## src/rtl/ft245_fifo_bridge.sv

```systemverilog
// ft245_fifo_bridge: FT245 async FIFO pad bridge with TX/RX buffers, synchronisers and fair strobe FSM.
// Optional FT245_STATS_EN adds saturating pad read/write counters with stats_clr.
module ft245_fifo_bridge #(
  parameter int DATA_W      = 8,
  parameter int TX_DEPTH    = 16,
  parameter int RX_DEPTH    = 16,
  parameter int SYNC_STAGES = 2,
  parameter int RD_PULSE    = 4,
  parameter int WR_PULSE    = 4,
  parameter int TURN_CYCLES = 2
) (
  input  logic                      clk,
  input  logic                      reset,
  input  logic [DATA_W-1:0]         pad_rdata,
  output logic [DATA_W-1:0]         pad_wdata,
  output logic                      pad_oe,
  input  logic                      pad_txe_n,
  input  logic                      pad_rxf_n,
  output logic                      pad_wr_n,
  output logic                      pad_rd_n,
  input  logic [DATA_W-1:0]         tx_data,
  input  logic                      tx_valid,
  output logic                      tx_ready,
  output logic [DATA_W-1:0]         rx_data,
  output logic                      rx_valid,
  input  logic                      rx_ready,
  output logic [$clog2(TX_DEPTH):0] tx_level,
  output logic [$clog2(RX_DEPTH):0] rx_level
`ifdef FT245_STATS_EN
  ,
  input  logic                      stats_clr,
  output logic [15:0]               rx_count,
  output logic [15:0]               tx_count
`endif
);
  localparam int TAW = $clog2(TX_DEPTH);
  localparam int RAW = $clog2(RX_DEPTH);
  localparam int CA  = RD_PULSE > WR_PULSE ? RD_PULSE : WR_PULSE;
  localparam int CB  = SYNC_STAGES + 1 > TURN_CYCLES ? SYNC_STAGES + 1 : TURN_CYCLES;
  localparam int CW  = $clog2((CA > CB ? CA : CB) + 1);
  localparam int TW  = $clog2(TURN_CYCLES + 1);

  typedef enum logic [2:0] {IDLE, RD_STROBE, TURN, WR_SETUP, WR_STROBE, WR_HOLD, HOLDOFF} state_t;

  state_t                 state_q, state_d;
  logic [CW-1:0]          cnt_q, cnt_d;
  logic                   last_rd_q, last_rd_d;
  logic [TW-1:0]          since_q;
  logic [SYNC_STAGES-1:0] txe_sync_q, rxf_sync_q;
  logic [DATA_W-1:0]      wdata_q, rdata_q;
  logic                   rx_pend_q;
  logic [DATA_W-1:0]      tx_mem [TX_DEPTH];
  logic [DATA_W-1:0]      rx_mem [RX_DEPTH];
  logic [TAW:0]           tx_wp_q, tx_rp_q;
  logic [RAW:0]           rx_wp_q, rx_rp_q;
  logic                   rd_ok, wr_ok, turn_ok, rd_last, wr_last, tx_push, rx_pop;

  always_ff @(posedge clk or posedge reset)
    if (reset) begin
      txe_sync_q <= '1;
      rxf_sync_q <= '1;
    end else begin
      txe_sync_q <= {txe_sync_q[SYNC_STAGES-2:0], pad_txe_n};
      rxf_sync_q <= {rxf_sync_q[SYNC_STAGES-2:0], pad_rxf_n};
    end

  assign tx_level = tx_wp_q - tx_rp_q;
  assign rx_level = rx_wp_q - rx_rp_q;
  assign tx_ready = tx_level != (TAW+1)'(TX_DEPTH);
  assign rx_valid = rx_level != '0;
  assign rx_data  = rx_mem[rx_rp_q[RAW-1:0]];
  assign tx_push  = tx_valid & tx_ready;
  assign rx_pop   = rx_valid & rx_ready;

  always_ff @(posedge clk) begin
    if (tx_push) tx_mem[tx_wp_q[TAW-1:0]] <= tx_data;
    if (rx_pend_q) rx_mem[rx_wp_q[RAW-1:0]] <= rdata_q;
  end

  always_ff @(posedge clk or posedge reset)
    if (reset) begin
      tx_wp_q <= '0;
      tx_rp_q <= '0;
      rx_wp_q <= '0;
      rx_rp_q <= '0;
    end else begin
      tx_wp_q <= tx_wp_q + (TAW+1)'(tx_push);
      tx_rp_q <= tx_rp_q + (TAW+1)'(wr_last);
      rx_wp_q <= rx_wp_q + (RAW+1)'(rx_pend_q);
      rx_rp_q <= rx_rp_q + (RAW+1)'(rx_pop);
    end

  assign rd_ok   = !rxf_sync_q[SYNC_STAGES-1] && rx_level != (RAW+1)'(RX_DEPTH);
  assign wr_ok   = !txe_sync_q[SYNC_STAGES-1] && tx_level != '0;
  assign turn_ok = since_q >= TW'(TURN_CYCLES - 1);
  assign rd_last = state_q == RD_STROBE && cnt_q == CW'(RD_PULSE - 1);
  assign wr_last = state_q == WR_STROBE && cnt_q == CW'(WR_PULSE - 1);

  always_comb begin
    state_d   = state_q;
    cnt_d     = cnt_q + 1'b1;
    last_rd_d = last_rd_q;
    case (state_q)
      IDLE: begin
        cnt_d = '0;
        if (rd_ok && (!wr_ok || !last_rd_q)) begin
          state_d   = RD_STROBE;
          last_rd_d = 1'b1;
        end else if (wr_ok) begin
          state_d   = turn_ok ? WR_SETUP : TURN;
          last_rd_d = 1'b0;
        end
      end
      RD_STROBE: if (rd_last) begin state_d = HOLDOFF; cnt_d = '0; end
      TURN:      if (turn_ok) state_d = WR_SETUP;
      WR_SETUP:  begin state_d = WR_STROBE; cnt_d = '0; end
      WR_STROBE: if (wr_last) begin state_d = WR_HOLD; cnt_d = '0; end
      WR_HOLD:   begin state_d = HOLDOFF; cnt_d = '0; end
      HOLDOFF:   if (cnt_q == CW'(SYNC_STAGES)) state_d = IDLE;
      default:   state_d = IDLE;
    endcase
  end

  // since_q counts RD#-high cycles after the last read, saturating once turnaround is satisfied
  always_ff @(posedge clk or posedge reset)
    if (reset) begin
      state_q   <= IDLE;
      cnt_q     <= '0;
      last_rd_q <= 1'b0;
      since_q   <= TW'(TURN_CYCLES);
      wdata_q   <= '0;
      rdata_q   <= '0;
      rx_pend_q <= 1'b0;
    end else begin
      state_q   <= state_d;
      cnt_q     <= cnt_d;
      last_rd_q <= last_rd_d;
      since_q   <= rd_last ? '0 : since_q + TW'(since_q != TW'(TURN_CYCLES));
      rx_pend_q <= rd_last;
      if (rd_last) rdata_q <= pad_rdata;
      if (state_d == WR_SETUP && state_q != WR_SETUP) wdata_q <= tx_mem[tx_rp_q[TAW-1:0]];
    end

  assign pad_rd_n  = state_q != RD_STROBE;
  assign pad_wr_n  = state_q != WR_STROBE;
  assign pad_oe    = state_q inside {WR_SETUP, WR_STROBE, WR_HOLD};
  assign pad_wdata = wdata_q;

`ifdef FT245_STATS_EN
  logic [15:0] rx_count_q, tx_count_q;

  always_ff @(posedge clk or posedge reset)
    if (reset) begin
      rx_count_q <= '0;
      tx_count_q <= '0;
    end else if (stats_clr) begin
      rx_count_q <= '0;
      tx_count_q <= '0;
    end else begin
      rx_count_q <= rx_count_q + 16'(rd_last && rx_count_q != 16'hFFFF);
      tx_count_q <= tx_count_q + 16'(wr_last && tx_count_q != 16'hFFFF);
    end

  assign rx_count = rx_count_q;
  assign tx_count = tx_count_q;
`endif
endmodule

```

## config.mk

```make
export PLATFORM = sky130hd
export DESIGN_NAME = ft245_fifo_bridge
export DESIGN_NICKNAME = d
export VERILOG_FILES = /design/src/rtl/ft245_fifo_bridge.sv
export SDC_FILE = /design/constraint.sdc
export NUM_CORES = 1
export LEC_CHECK = 0
export CELL_PAD_IN_SITES_DETAIL_PLACEMENT = 0
export CELL_PAD_IN_SITES_GLOBAL_PLACEMENT = 2
export CORE_MARGIN = 3
export CORE_UTILIZATION = 40
export DETAILED_ROUTE_END_ITERATION = 7
export GPL_TIMING_DRIVEN = 0
export PLACE_DENSITY_LB_ADDON = 0.1
export SLEW_MARGIN = 20
export SYNTH_ARGS = -nofsm -noshare
export SYNTH_HDL_FRONTEND = slang
export SYNTH_SLANG_ARGS = --single-unit
```

## constraint.sdc

```tcl
create_clock -name clk -period 8.75 [get_ports clk]
set_clock_uncertainty 0.1 [all_clocks]
set_input_delay 1.75 -clock clk [delete_from_list [all_inputs] [get_ports clk]]
set_output_delay 1.75 -clock clk [all_outputs]
set_load 0.02 [all_outputs]
```

# ---- After elaboration in Yosys (flattened, before gate mapping)
# Memories as Yosys holds them, arrays and structs flattened. A register that Yosys moved wholly into a read port is not among the register bits.
# Cells that the tools add are included.
dict set report totals {
  n_memories 2
  word_cells 76
  ramBits 256
  register_bits 42
  out_inout_bits 31
  in_bits 22
}
# name depth word_bits read_ports rd_clocked_by_memory_dff write_ports line
set mem_list {}
lappend mem_list {rx_mem 16 8 1 0 1 53} ;# logic [DATA_W-1:0] rx_mem [RX_DEPTH];
lappend mem_list {tx_mem 16 8 1 1 1 52} ;# logic [DATA_W-1:0] tx_mem [TX_DEPTH];
dict set report classes {
  mux 18
  addsub 8
  n_lt_le_gt_ge 1
  eq_ne 15
  n_reduce_logical 18
  bitwise 2
}
# op count
set op_table {}
lappend op_table {{$mux W3} 8}
lappend op_table {{$pmux W3 S7} 1}
lappend op_table {{$add A5 B1 Y5} 4}
lappend op_table {{$eq A3 B2 Y1 const B} 5}
lappend op_table {{$ne A5 B5 Y1 const B} 2}
lappend op_table {{$reduce_bool A5 Y1} 2}
lappend op_table {{$sub A5 B5 Y5} 2}
lappend op_table {{$eq A3 B3 Y1 const B} 3}
lappend op_table {{$pmux W3 S3} 1}
lappend op_table {{$mux W1} 7}
lappend op_table {{$logic_and A1 B1 Y1} 6}
lappend op_table {{$logic_not A1 Y1} 4}
lappend op_table {{$add A3 B1 Y3 const B} 1}
lappend op_table {{$eq A3 B1 Y1 const B} 1}
lappend op_table {{$logic_not A3 Y1} 1}
lappend op_table {{$ne A3 B1 Y1 const B} 1}
lappend op_table {{$ne A3 B2 Y1 const B} 1}
lappend op_table {{$ne A3 B3 Y1 const B} 1}
lappend op_table {{$reduce_bool A3 Y1} 1}
lappend op_table {{$reduce_or A3 Y1} 1}
lappend op_table {{$add A2 B1 Y2} 1}
lappend op_table {{$and A1 B1 Y1} 2}
lappend op_table {{$ge A2 B1 Y1 const B} 1}
lappend op_table {{$mux W2} 1}
lappend op_table {{other kinds (4)} 4}

# ---- Logic depth before layout (Yosys ltp)
# Gate-level depths: netlist (run 1).
dict set report depth {
  word_depth 10
  ltp_mapped 12
  ltp_nobuf 12
}

# ---- Least setup slack after synthesis (run 1)
# Ideal clock, no wire load.
dict set report synth_timing {
  kind {reg2out}
  startpoint {register tx_rp_q[2]}
  endpoint {output tx_ready}
  arrival_ps 2664
  slack_ps 4236
  n_path_buf 2
  stages_incl_launch_ff 9
  required_ps 6900
  path_cell_list {dfrtp_1 clkbuf_1 clkbuf_1 clkinv_1 ha_1 xor2_1 or4_4 nand2_1 nand2_1}
}
dict set report synth_between {
  elab_chain_cells 2
}
# element line
set synth_lines {}
lappend synth_lines {{start, declared} 54} ;# logic [TAW:0] tx_wp_q, tx_rp_q;
lappend synth_lines {{start signal, assigned} 88} ;# tx_rp_q <= tx_rp_q + (TAW+1)'(wr_last);
lappend synth_lines {{$sub A5 B5 Y5} 67} ;# assign tx_level = tx_wp_q - tx_rp_q;
lappend synth_lines {{named net tx_level[2]} 27} ;# output logic [$clog2(TX_DEPTH):0] tx_level,
lappend synth_lines {{$ne A5 B5 Y1} 69} ;# assign tx_ready = tx_level != (TAW+1)'(TX_DEPTH);
lappend synth_lines {{end, declared} 23} ;# output logic tx_ready,
# The timed path passes the listed nets, and every way through them passes these cells.

# ---- Worst setup path after layout (run 1)
dict set report layout_timing {
  startpoint {register tx_rp_q[2]}
  endpoint {output tx_ready}
}
dict set report layout_between {
  elab_chain_cells 2
}
# element line
set layout_lines {}
lappend layout_lines {{$sub A5 B5 Y5} 67}
lappend layout_lines {{$ne A5 B5 Y1} 69}
# No other way between the ends.

==> run metrics, run 1 <==
outcome=finished clean; number of buffers on the longest clock path=3; final weighted congestion of routability-driven global placement=0.753; Cell Area, Synth=12400 um^2; clock slew seen by the registers of the worst setup and hold paths=0.06 ns; CP Data Arrival Time=4.54 ns; Total Die Area=33200 um^2; hold-fix buffers at CTS=0; HP Class=reg2reg; per-cell via count in the routed design=5.32; slowest CP cell=sky130_fd_sc_hd__clkinv_1; biggest area consumer among synthesized cells=sky130_fd_sc_hd__edfxtp_1; CTS root buffer=sky130_fd_sc_hd__clkbuf_16; sinks on the clock net=306; Inserted Diodes=0; utilization of the core after routing=48.1%; relative max-transition margin=32.0%; Area contributors post-synth=sky130_fd_sc_hd__edfxtp_1, sky130_fd_sc_hd__mux4_2, sky130_fd_sc_hd__dfrtp_1; Warnings, synthesis=0; instance count of the mapped netlist=659; synthesized area divided by synthesized cell count=18.9 um^2; CTS tree=built; global-route wire length before repair=40600 um; number of nets in the synthesized netlist=704; worst path buffer plus inverter count=4; Post-CTS Repair Setup Buffers=0; element type at the critical path start=register; total number of vias=6176; Max-Cap Viols=0; ordered cell list for the critical path=clkbuf_1, clkbuf_1, clkinv_1, ha_1, and3b_1, or4_4, nand2_1, nand2_1, clkdlybuf4s50_1; most used flip-flop cell after synthesis=sky130_fd_sc_hd__edfxtp_1; Crit path max-delay family=buffers and inverters; antenna violations before repair=0; Num CTS Buffers=31; most used standard cell by instance count after synthesis=sky130_fd_sc_hd__edfxtp_1; share of the cycle needed by the critical path after routing=73.0%; number of flops mapped to enable cells by yosys=256; starting DRC count in detailed routing=428; largest net degree at the start of global routing=51; total length of routed wires=26600 um; VDD IR-drop max=213 uV; total iterations of the first detailed-routing run=4; core area=30100 um^2; number of buffers inserted by port buffering=52; unrepaired setup endpoints after global routing=false; remaining design rule violation count=0; type of the worst setup path=reg2out; area occupied by multi-input gates=3330 um^2; total number of H-tree levels=1; ranking of synthesized cells by instance count=sky130_fd_sc_hd__edfxtp_1, sky130_fd_sc_hd__mux4_2, sky130_fd_sc_hd__dfrtp_1; vias in the first global route=6600; area share of the leading cell type in the synthesized netlist=61.8%; initial core utilization=41.3%; global-route congestion overflow total=0; Yosys cell types=52; Die Width=182 um; Largest stage delay, worst path=0.59 ns; leakage=4.90 nW; required time of the worst setup path=6.90 ns; critical-path maximum fanout=10; hpwl dp=17900 um; #FFs+latches synth=306; nature of the critical path endpoint=output port; final hold violation count=0; GRT Total Usage=16.2%; Wirelength per Cell=22.9 um; total power per unit cell area=347 nW/um^2; count of antenna-violating nets left after detailed routing=0; relative area change from synthesis to final layout=16.5%; sequential cell area in the final layout=8940 um^2; share of final-layout standard cells stronger than drive strength 1=23.9%; sequential-to-total area share from yosys stat=71.9%; clock latency on the worst-skew pair=0.55 ns; final sum of negative setup slack=0 ns; peak clock frequency supported by timing=156 MHz; number of gates resized after cts=0; Final Setup Violations=0; number of max-slew violations in the final report=0; net count of the finished layout=791; Row Count=63; Async SR Flop Fraction=16.3%; # IOs=53; Tightest Pin Transition=1.02 ns; clock period minus final worst setup slack=6.39 ns; height of the die=182 um; fillcell total=2542
## metal layers
layer / wire length, um / GRT usage (%) / part of all wire (%)
met1: 12100 / 23.0 / 45
met2: 12900 / 26.8 / 48
met3: 1300 / 2.89 / 4.9
met4: 354 / 2.86 / 1.3
met5: 0 / 0 / 0
## final cells by class
type / count / share of cell area (%)
sequential: 306 / 61.8
buffer: 26 / 0.855
clock inverter: 13 / 0.864
timing repair buffer: 54 / 3.70
tap: 390 / 3.37
multi-input combinational: 307 / 23.0
inverter: 20 / 0.536
clock buffer: 45 / 5.93
## per-stage QoR
step	power, mW	std cells	cell area (um^2)	hold WS (ns)	worst slack (ns)
floorplan	3.14	659	12400	0.245	4.24
finish	5.02	1161	14500	0.256	2.36
CTS	5.10	1161	14500	0.257	2.29
detailed placement	3.81	1103	13500	0.248	2.90
global route	5.29	1161	14500	0.260	2.13
global placement	3.77	1101	13400	0.248	2.96
## cell usage in the layout (no fill, tap or decap), types with 10 or more instances in the layout
cell	n
sky130_fd_sc_hd__edfxtp_1	256
sky130_fd_sc_hd__a21oi_1	11
sky130_fd_sc_hd__nand2_1	44
sky130_fd_sc_hd__inv_1	16
sky130_fd_sc_hd__xor2_1	10
sky130_fd_sc_hd__dfrtp_1	45
sky130_fd_sc_hd__clkdlybuf4s50_1	52
sky130_fd_sc_hd__ha_1	21
sky130_fd_sc_hd__clkbuf_16	31
sky130_fd_sc_hd__nand3_1	13
sky130_fd_sc_hd__clkbuf_1	24
sky130_fd_sc_hd__nor2_1	33
sky130_fd_sc_hd__mux4_2	72
## cells by family (layout without fill, tap and decap cells)
logic type / after synthesis / in the layout / share of synthesized area, %
flip-flops: 306 / 306 / 71.9
multiplexers: 88 / 88 / 14.7
buffers and inverters: 46 / 158 / 1.60
XOR/XNOR: 19 / 19 / 1.34
AND/OR/NAND/NOR: 140 / 140 / 5.64
adder cells (fa/ha/maj): 23 / 23 / 2.43
AO/OA/AOI/OAI: 37 / 37 / 2.32
## path summary, 6_finish.rpt
check                                         from                       end  slack [ns]  cells after the start
setup / recovery              tx_rp_q[2]$_DFF_PP0_                  tx_ready        2.36                      9
hold / removal             rxf_sync_q[0]$_DFF_PP1_   rxf_sync_q[1]$_DFF_PP1_        0.26                      0
setup reg to reg              tx_rp_q[2]$_DFF_PP0_   tx_mem[10][6]$_DFFE_PP_        3.68                     10
hold reg to reg            rxf_sync_q[0]$_DFF_PP1_   rxf_sync_q[1]$_DFF_PP1_        0.26                      0
max in group asynchronous                    reset  pad_wdata[5]$_DFFE_PP0P_        6.50                      2
min in group asynchronous                    reset        cnt_q[1]$_DFF_PP0_        1.57                      2
## power by group
| part | switching (mW) | leakage [nW] | total [mW] | internal (mW) |
|---|---|---|---|---|
| combinational | 0.913 | 1.52 | 1.73 | 0.821 |
| clock | 0.535 | 0.466 | 1.27 | 0.738 |
| sequential | 0.182 | 2.91 | 2.02 | 1.83 |
## sequential cells by signal, indices dropped and copies added (netlist names), 5 cells and up
name,cells
rx_wp_q,5
rx_mem,128
tx_wp_q,5
tx_mem,128
tx_rp_q,5
rx_rp_q,5
rdata_q,8
pad_wdata,8
## worst register-to-register path: stages (launching register included)
cell	delay, ns
sky130_fd_sc_hd__dfrtp_1	0.32
sky130_fd_sc_hd__clkbuf_1	0.49
sky130_fd_sc_hd__clkbuf_1	0.57
sky130_fd_sc_hd__clkinv_1	0.59
sky130_fd_sc_hd__ha_1	0.58
sky130_fd_sc_hd__xor2_1	0.26
sky130_fd_sc_hd__or4_4	0.19
sky130_fd_sc_hd__nand2_1	0.07
sky130_fd_sc_hd__a21boi_1	0.43
sky130_fd_sc_hd__nand3_1	0.33
sky130_fd_sc_hd__nor2_1	0.77
No activity file was read; power rests on OpenSTA's default activity.
==> inputs of run 2 (changes only) <==
==> constraint.sdc (replaced) <==
create_clock -name clk -period 5.95 [get_ports clk]
set_clock_uncertainty 0.1 [all_clocks]
set_input_delay 1.19 -clock clk [delete_from_list [all_inputs] [get_ports clk]]
set_output_delay 1.19 -clock clk [all_outputs]
set_load 0.02 [all_outputs]
==> run 2 against run 1 <==
  * First-iteration DRC count rose by 4.9%
  * Via count increased by 0.21%
  * Sequential share of layout area barely moved
  * Global-route usage did not move
  * Critical path depth unchanged
  * Hold slack is essentially flat
  * Total power grew 47%
  * Cell count hardly changed
  * Sequential power up 47%
  * Critical path type unchanged
  * Largest power group unchanged
  * Highest routed layer unchanged
==> run metrics, run 2 (synthesized netlist as in run 1, its figures left out) <==
outcome=finished clean; total power per unit cell area=510 nW/um^2; clock latency on the worst-skew pair=0.55 ns; number of buffers inserted by port buffering=52; total iterations of the first detailed-routing run=5; placed instance count=1103; per-cell via count in the routed design=5.33; slowest CP cell=sky130_fd_sc_hd__or4_4; Power Total=7.39 mW; Row Count=63; Num CTS Buffers=31; count of antenna-violating nets left after detailed routing=0; total number of vias=6189; Wirelength per Cell=22.9 um; GRT Total Usage=16.2%; Largest stage delay, worst path=0.55 ns; global-route congestion overflow total=0; antenna violations before repair=0; Tightest Pin Transition=1.02 ns; total number of H-tree levels=1; Total Die Area=33200 um^2; critical-path maximum fanout=10; VDD IR-drop max=313 uV; fillcell total=2541; net count of the finished layout=791; DP Worst Slack=0.661 ns; peak clock frequency supported by timing=187 MHz; sinks on the clock net=306; total length of routed wires=26600 um; starting DRC count in detailed routing=449; cell repeated most along the worst path=sky130_fd_sc_hd__nand2_1; CP Data Arrival Time=4.07 ns; Max-Cap Viols=0; clock period minus final worst setup slack=5.36 ns; Die Width=182 um; share of final-layout standard cells stronger than drive strength 1=24.1%; R2R Setup Slk=1.35 ns; leading cell type in the layout, fill and taps excluded=sky130_fd_sc_hd__edfxtp_1; Final Setup Violations=0; hpwl dp=17900 um; number of max-slew violations in the final report=0; height of the die=182 um; final sum of negative setup slack=0 ns; CTS tree=built; relative max-transition margin=31.5%; ordered cell list for the critical path=clkbuf_1, clkbuf_2, clkinvlp_4, ha_1, and3b_1, or4_4, nand2_1, nand2_1, clkdlybuf4s50_1; nature of the critical path endpoint=output port; remaining design rule violation count=0; global-route wire length before repair=40600 um; largest net degree at the start of global routing=51; area of placed instances=13500 um^2; clock slew seen by the registers of the worst setup and hold paths=0.06 ns; final weighted congestion of routability-driven global placement=0.753; # IOs=53; commonest cells after routing, fill and taps aside=sky130_fd_sc_hd__edfxtp_1, sky130_fd_sc_hd__mux4_2, sky130_fd_sc_hd__clkdlybuf4s50_1; unrepaired setup endpoints after global routing=false; Layout Cells excl Fill=1162; relative area change from synthesis to final layout=16.5%; number of buffers on the longest clock path=3; HP Class=reg2reg; required time of the worst setup path=4.66 ns; final worst slack=0.594 ns; initial core utilization=41.3%; share of the cycle needed by the critical path after routing=90.0%; final hold violation count=0; element type at the critical path start=register; vias in the first global route=6600; CTS root buffer=sky130_fd_sc_hd__clkbuf_16; area of all placed cells without fillers=14500 um^2; type of the worst setup path=reg2out; core area=30100 um^2; leakage=4.90 nW
run 2: power by group:
group          internal (mW)  total (mW)  switching (mW)
Clock                   1.08        1.87           0.785
Sequential              2.70        2.97           0.268
Combinational           1.21        2.56            1.35
Total                   4.99        7.39            2.40
run 2: path summary, 6_finish.rpt:
path	startpoint	end	cells past startpoint
setup / recovery	tx_rp_q[2]$_DFF_PP0_	tx_ready	9
min in group asynchronous	reset	cnt_q[1]$_DFF_PP0_	2
setup reg to reg	tx_rp_q[2]$_DFF_PP0_	tx_mem[15][2]$_DFFE_PP_	10
hold reg to reg	rxf_sync_q[0]$_DFF_PP1_	rxf_sync_q[1]$_DFF_PP1_	0
hold / removal	rxf_sync_q[0]$_DFF_PP1_	rxf_sync_q[1]$_DFF_PP1_	0
max in group asynchronous	reset	pad_wdata[5]$_DFFE_PP0P_	2
run 2: routing by layer:
metal,up-vias,global-route usage [%],routed length (um),part of all wire (%)
li1,2776,-,-,-
met2,108,26.8,12900,48
met1,3278,23.0,12200,46
met3,27,2.89,1170,4.4
met5,-,0,0,0
met4,0,2.86,356,1.3
run 2: worst max-delay path: cells and delay by family (launching register included):
kind | cells | cell delay (ns)
adders and majority gates | 1 | 0.45
buffers and inverters | 4 | 1.80
DFF | 1 | 0.32
and+or+nand+nor | 4 | 0.93
run 2: repair_timing:
| action | CTS | global route |
|---|---|---|
| setup buffers | 0 | 0 |
| resized for setup | 0 | 3 |
| endpoints found under the setup margin | 0 | 1 |
| hold buffers | 0 | 0 |
| hold endpoints to repair | 0 | 0 |
run 2: layout make-up:
class	count	area (um^2)	share of cell area, %
sequential	306	8940	61.7
multi-input combinational	307	3330	23.0
clock buffer	45	858	5.92
timing repair buffer	54	536	3.70
tap	390	488	3.37
clock inverter	13	125	0.863
buffer	26	125	0.863
inverter	20	81.3	0.561
antenna	1	2.50	0.0173
run 2: per-stage QoR:
step,utilization (%),hold slack [ns]
global route,48.1,0.260
floorplan,-,0.245
detailed placement,44.8,0.248
CTS,48.1,0.257
finish,48.1,0.256
global placement,44.6,0.248
==> inputs of run 3 (changes only) <==
--- a/config.mk
+++ b/config.mk
@@ -12,6 +12,7 @@
 export DETAILED_ROUTE_END_ITERATION = 7
 export GPL_TIMING_DRIVEN = 0
 export PLACE_DENSITY_LB_ADDON = 0.1
+export SKIP_CTS_REPAIR_TIMING = 1
 export SLEW_MARGIN = 20
 export SYNTH_ARGS = -nofsm -noshare
 export SYNTH_HDL_FRONTEND = slang
==> results of run 3 <==
No change in the layout: final DEF, timing and power equal those of run 2.
